===== src/rtl/pattern_lut_pkg.sv =====
// Shared ccLUT definitions: table geometry, LUT word fields, loader FSM states and
// pattern-ID helpers. Used by both the LUT loader and the LUT reader side.
package pattern_lut_pkg;

    localparam int MXADRB = 12;
    localparam int MXDATB = 18;
    localparam int MXPIDB = 4;
    localparam int NPAT   = 5;
    localparam int PID_LO = 6;

    localparam int OFFSET_W = 4;
    localparam int BEND_W   = 5;
    localparam int QUAL_W   = 9;

    // Field view of one LUT word: offset [17:14], bend [13:9], quality [8:0].
    typedef struct packed {
        logic [OFFSET_W-1:0] offset;
        logic [BEND_W-1:0]   bend;
        logic [QUAL_W-1:0]   quality;
    } lut_word_t;

    typedef enum logic [1:0] {
        IDLE = 2'd0,
        LOAD = 2'd1,
        DONE = 2'd2,
        ERR  = 2'd3
    } state_t;

    function automatic logic pid_is_valid(input logic [MXPIDB-1:0] pid);
        return (int'(pid) >= PID_LO) && (int'(pid) < PID_LO + NPAT);
    endfunction

    // One-hot RAM select; all zeros for an ID outside PID_LO..PID_LO+NPAT-1.
    function automatic logic [NPAT-1:0] pid_to_sel(input logic [MXPIDB-1:0] pid);
        logic [NPAT-1:0] sel;
        sel = '0;
        for (int i = 0; i < NPAT; i++) begin
            if (int'(pid) == PID_LO + i) begin
                sel[i] = 1'b1;
            end
        end
        return sel;
    endfunction

endpackage


===== src/rtl/pattern_lut_wr_port.sv =====
// Registered LUT RAM write stage plus the optional running checksum of accepted words.
// The checksum is built only when LUT_CKSUM_EN is defined; otherwise cksum is tied to 0.
module pattern_lut_wr_port
    import pattern_lut_pkg::*;
(
    input  logic              clock,
    input  logic              global_reset,
    input  logic              clr,
    input  logic              beat,
    input  logic [NPAT-1:0]   sel,
    input  logic [MXADRB-1:0] adr,
    input  logic [MXDATB-1:0] data,
    output logic              lut_we,
    output logic [NPAT-1:0]   lut_wsel,
    output logic [MXADRB-1:0] lut_wadr,
    output logic [MXDATB-1:0] lut_wdata,
    output logic [MXDATB-1:0] cksum
);

    // Address/data/select only move on a real beat so the RAM port sees stable lines between writes.
    always_ff @(posedge clock) begin
        if (global_reset) begin
            lut_we    <= 1'b0;
            lut_wsel  <= '0;
            lut_wadr  <= '0;
            lut_wdata <= '0;
        end else begin
            lut_we <= beat;
            if (beat) begin
                lut_wsel  <= sel;
                lut_wadr  <= adr;
                lut_wdata <= data;
            end
        end
    end

`ifdef LUT_CKSUM_EN
    always_ff @(posedge clock) begin
        if (global_reset) begin
            cksum <= '0;
        end else if (clr) begin
            cksum <= '0;
        end else if (beat) begin
            cksum <= {cksum[MXDATB-2:0], cksum[MXDATB-1]} ^ data;
        end
    end
`else
    logic unused_clr;
    assign unused_clr = clr;
    assign cksum      = '0;
`endif

endmodule


===== src/rtl/pattern_lut_loader.sv =====
// pattern_lut_loader: streams VME configuration words into the ccLUT RAMs of patterns 6..A
// and tracks which patterns hold a complete table. Checksum option: LUT_CKSUM_EN.
module pattern_lut_loader
    import pattern_lut_pkg::*;
(
    input  logic              clock,
    input  logic              global_reset,
    input  logic              cfg_start,
    input  logic [MXPIDB-1:0] cfg_pid,
    input  logic              cfg_abort,
    input  logic [MXDATB-1:0] cfg_wr_data,
    input  logic              cfg_wr_valid,
    output logic              cfg_wr_ready,
    output logic              lut_we,
    output logic [NPAT-1:0]   lut_wsel,
    output logic [MXADRB-1:0] lut_wadr,
    output logic [MXDATB-1:0] lut_wdata,
    output logic [NPAT-1:0]   lut_valid,
    output logic              load_busy,
    output logic              load_done,
    output logic              load_err,
    output logic [MXADRB:0]   load_cnt,
    output logic [MXDATB-1:0] load_cksum,
    output state_t            fsm_state
);

    localparam logic [MXADRB-1:0] ADR_LAST = '1;
    localparam logic [MXADRB-1:0] ADR_ONE  = {{(MXADRB-1){1'b0}}, 1'b1};
    localparam logic [MXADRB:0]   CNT_ONE  = {{MXADRB{1'b0}}, 1'b1};

    state_t            state;
    logic [NPAT-1:0]   sel;
    logic [MXADRB-1:0] adr;
    logic [NPAT-1:0]   start_sel;
    logic              start_ok;
    logic              beat;

    // Handshake: a word transfers on a cycle with cfg_wr_valid and cfg_wr_ready both high.
    // Ready is a function of state alone; cfg_abort in the same cycle cancels the transfer.
    assign cfg_wr_ready = (state == LOAD);
    assign load_busy    = (state == LOAD);
    assign beat         = cfg_wr_ready & cfg_wr_valid & ~cfg_abort;
    assign start_sel    = pid_to_sel(cfg_pid);
    assign start_ok     = (state == IDLE) & cfg_start & pid_is_valid(cfg_pid);
    assign fsm_state    = state;

    always_ff @(posedge clock) begin
        if (global_reset) begin
            state     <= IDLE;
            sel       <= '0;
            adr       <= '0;
            load_cnt  <= '0;
            load_err  <= 1'b0;
            load_done <= 1'b0;
            lut_valid <= '0;
        end else begin
            load_done <= 1'b0;
            case (state)
                IDLE: begin
                    if (start_ok) begin
                        state     <= LOAD;
                        sel       <= start_sel;
                        adr       <= '0;
                        load_cnt  <= '0;
                        load_err  <= 1'b0;
                        lut_valid <= lut_valid & ~start_sel;
                    end else if (cfg_start) begin
                        state <= ERR;
                    end
                end
                LOAD: begin
                    if (cfg_abort) begin
                        state    <= IDLE;
                        load_err <= 1'b1;
                    end else if (cfg_wr_valid) begin
                        adr      <= adr + ADR_ONE;
                        load_cnt <= load_cnt + CNT_ONE;
                        if (adr == ADR_LAST) begin
                            state     <= DONE;
                            load_done <= 1'b1;
                        end
                    end
                end
                DONE: begin
                    lut_valid <= lut_valid | sel;
                    state     <= IDLE;
                end
                ERR: begin
                    load_err <= 1'b1;
                    state    <= IDLE;
                end
                default: state <= IDLE;
            endcase
        end
    end

    pattern_lut_wr_port u_wr_port (
        .clock        (clock),
        .global_reset (global_reset),
        .clr          (start_ok),
        .beat         (beat),
        .sel          (sel),
        .adr          (adr),
        .data         (cfg_wr_data),
        .lut_we       (lut_we),
        .lut_wsel     (lut_wsel),
        .lut_wadr     (lut_wadr),
        .lut_wdata    (lut_wdata),
        .cksum        (load_cksum)
    );

endmodule


===== config.mk =====
export PLATFORM = sky130hd
export DESIGN_NAME = pattern_lut_loader
export DESIGN_NICKNAME = d
export VERILOG_FILES = /design/src/rtl/pattern_lut_pkg.sv /design/src/rtl/pattern_lut_wr_port.sv /design/src/rtl/pattern_lut_loader.sv
export SDC_FILE = /design/constraint.sdc
export NUM_CORES = 1
export LEC_CHECK = 0
export BUFFER_PORTS_ARGS = -buffer_cell sky130_fd_sc_hd__buf_2
export CORE_UTILIZATION = 25
export CTS_CLUSTER_SIZE = 28
export DETAILED_ROUTE_END_ITERATION = 7
export GPL_TIMING_DRIVEN = 0
export SYNTH_ARGS = -nofsm -noshare
export SYNTH_HDL_FRONTEND = slang
export SYNTH_SLANG_ARGS = --single-unit

===== constraint.sdc =====
create_clock -name clock -period 3.8 [get_ports clock]
set_input_delay 0.19 -clock clock [delete_from_list [all_inputs] [get_ports clock]]
set_output_delay 0.19 -clock clock [all_outputs]
set_load 0.02 [all_outputs]

==> flow_summary.json <==
{
  "status": "finished clean",
  "final.min_clock_period_ps": 2060,
  "numCtsBuffers": 9,
  "synth_top_area_share": 0.486,
  "root_buffer": "clkbuf_16",
  "synth_area_leaders": "dfxtp_1, a21oi_1, nand2_1",
  "synthCells": 377,
  "setup_viol": 0,
  "netlist_area_mm2": 0.00309,
  "ys_ff_latch": 75,
  "critical_path_class": "flip-flop to flip-flop",
  "viasPerCell": 4.56,
  "clock_sinks": 75,
  "nets": 519,
  "start_util": 0.257,
  "drt_iter0_drc": 168,
  "antenna_left": 0,
  "crit_top_cell": "buf_2",
  "p_sw_w": 0.000415,
  "fin_setup_tns_ps": 0,
  "combPwrFrac": 0.075,
  "clock_skew_ps": 9.77,
  "drc": 0,
  "gp_congestion": 0.770,
  "io_pins": 105,
  "diodes": 0,
  "yosys_warnings": 0,
  "syn_area_per_cell_um2": 8.19,
  "cp.required_ps": 4050,
  "grt_overflow": 0,
  "fillers": 1278,
  "cts-hold-fix-buffers": 0,
  "fmax_ghz": 0.485,
  "cp-end-kind": "flip-flop",
  "finalHoldViolations": 0,
  "pwr-share-clk": 0.484,
  "htree_levels": 3,
  "std_cell_rows": 40,
  "cts_tree": "built",
  "groute.usage.overall": 0.125,
  "hpwl_mm": 5.94,
  "drv_cap": 0,
  "ys_seq_area_frac": 0.486,
  "routed_wl_mm": 8.03,
  "die_w_um": 113,
  "critPathTopFamily": "buffers and inverters",
  "switching_share": 0.228,
  "core_mm2": 0.0120,
  "slew_headroom": 0.635,
  "clkSlewWorstSetupHoldPaths_ps": 60,
  "cp.arrival_ps": 2320,
  "leakagePower_nw": 1.68,
  "post_cts_resized": 0,
  "grt_start_max_net_pins": 13,
  "grt_pass1_wl_mm": 12.5,
  "critical_path_buf_inv_count": 3,
  "peakVddDrop_mv": 0.200,
  "clockBufferDepth": 2,
  "vias": 2928,
  "area_growth_pct": 32.0,
  "cp_max_fo": 10,
  "hp-class": "input port to flip-flop",
  "final_core_util": 0.339,
  "ff_latch_area_mm2": 0.00150,
  "slowest_delay_ps": 460,
  "p_int_w": 0.00140,
  "dieArea_mm2": 0.0128,
  "tightest_slew_ps": 548,
  "wl_per_cell_um": 12.5,
  "multi_input_area_mm2": 0.00141,
  "p_seq_frac": 0.442,
  "yosys.area.top_type": "dfxtp_1",
  "drt_pass1_iterations": 5,
  "ys_types": 40,
  "crit_slowest_cell": "dfxtp_1",
  "portBuffers": 85,
  "clk_latency_ps": 330,
  "drive_above_1_share": 0.263,
  "fin_crit_sh": 0.543,
  "grt_pass1_vias": 2479,
  "drv_slew": 0,
  "start_kind": "flip-flop",
  "die_y_um": 113,
  "cts_setup_buffers": 0,
  "p_per_area_mw_per_mm2": 446,
  "antenna_found_initial": 0,
  "path_cells": "nor3b_2, and2_1, buf_2, clkbuf_1, buf_2, nand2_1, a21oi_1",
  "rsz0062_at_grt": "no"
}
==> layer usage <==
metal  global-route usage  wire length (um)  vias up
met3               0.0418               531        9
met5                    0                 0        -
met4               0.0421                79        0
met1                0.168              3860     1323
met2                0.188              3550       97
li1                     -                 -     1499
==> through the flow <==
stage	cells	setup slack [ps]	power [W]	hold slack (ps)	instance area, um^2
after floorplan	394	1910	0.000911	300	3150
after global placement	626	1860	0.000954	432	3760
after detailed placement	626	1750	0.000956	438	3760
after CTS	642	1730	0.00184	78.9	4070
after global routing	642	1510	0.00189	87.9	4070
final	642	1740	0.00182	94.9	4070
==> registers in the layout, indices dropped and copies added, names as in the netlist <==
name and count:
u_wr_port.lut_we 1, u_wr_port.lut_wdata 18, lut_valid 5, load_done 1, adr 12, sel 5, u_wr_port.lut_wadr 12, load_cnt 13
load_err 1, u_wr_port.lut_wsel 5, fsm_state 2
==> worst paths after layout <==
check,depth (start not counted),endpoint,slack (ps),startpoint
worst max-delay path,7,u_wr_port.lut_wdata[10],1740,fsm_state[0]
worst min-delay path,3,u_wr_port.lut_wdata[15],90,cfg_wr_data[15]
worst max register to register,7,u_wr_port.lut_wdata[10],1740,fsm_state[0]
worst min register to register,2,u_wr_port.lut_wdata[10],450,u_wr_port.lut_wdata[10]
==> placed cells by master (no fill, tap or decap), drive strengths merged, types with 3 or more instances in the layout <==
| cell | instances |
|---|---|
| nand3 | 7 |
| nand2 | 82 |
| a21oi | 65 |
| o21ai | 12 |
| conb | 18 |
| a311oi | 3 |
| xor2 | 3 |
| buf | 110 |
| nor2b | 3 |
| a22oi | 3 |
| or3 | 11 |
| clkbuf | 26 |
| nor2 | 23 |
| inv | 3 |
| o31ai | 6 |
| or4 | 6 |
| nor3 | 4 |
| and2 | 3 |
| nand4 | 5 |
| dfxtp | 75 |
==> tightest hold or removal path, delay by kind of cell <==
kind,cells,cell delay (ps)
simple gates,1,40
compound gates,1,50
buf+inv,1,100
==> power by group through the flow <==
stage	registers (W)	clock network, W	logic [W]
after floorplan	0.000828	0	0.0000836
after global placement	0.000819	0	0.000135
after detailed placement	0.000820	0	0.000136
after CTS	0.000803	0.000902	0.000136
after global routing	0.000804	0.000939	0.000148
final	0.000803	0.000879	0.000136
==> cell usage after synthesis, drive strengths merged <==
master / n
o21ai: 12
and4: 2
nand4: 5
ha: 2
buf: 25
dfxtp: 75
nor2b: 3
a311oi: 3
and3: 1
or2: 1
and2: 3
or3: 11
nand4bb: 1
o31ai: 6
nand2b: 2
nor3b: 2
a21o: 1
nor2: 23
nand2: 82
or4: 6
nor4: 2
conb: 1
nand3: 7
o21a: 1
and3b: 1
nor3: 4
o21ba: 1
nand3b: 1
a21oi: 65
a22oi: 3
or3b: 1
a32oi: 2
inv: 3
clkbuf: 14
a211oi: 2
xor2: 3
==> kinds of logic (layout without fill, tap and decap cells) <==
kind of cell	Yosys count	in the layout	synth area share
AND/OR/NAND/NOR	158	158	0.242
adder cells (fa/ha/maj)	2	2	0.00811
other	1	18	0.00121
flip-flops	75	75	0.486
buffers and inverters	42	143	0.0782
AO/OA/AOI/OAI	96	96	0.175
XOR/XNOR	3	3	0.00851
==> layout make-up <==
class	instances	share of cell area
Clock inverter	4	0.0117
Sequential cell	75	0.369
Multi-Input combinational cell	277	0.346
Inverter	3	0.00276
Timing Repair Buffer	85	0.104
Buffer	39	0.0565
Tap cell	147	0.0451
Clock buffer	12	0.0654
Power figures use the tool's default switching activity.
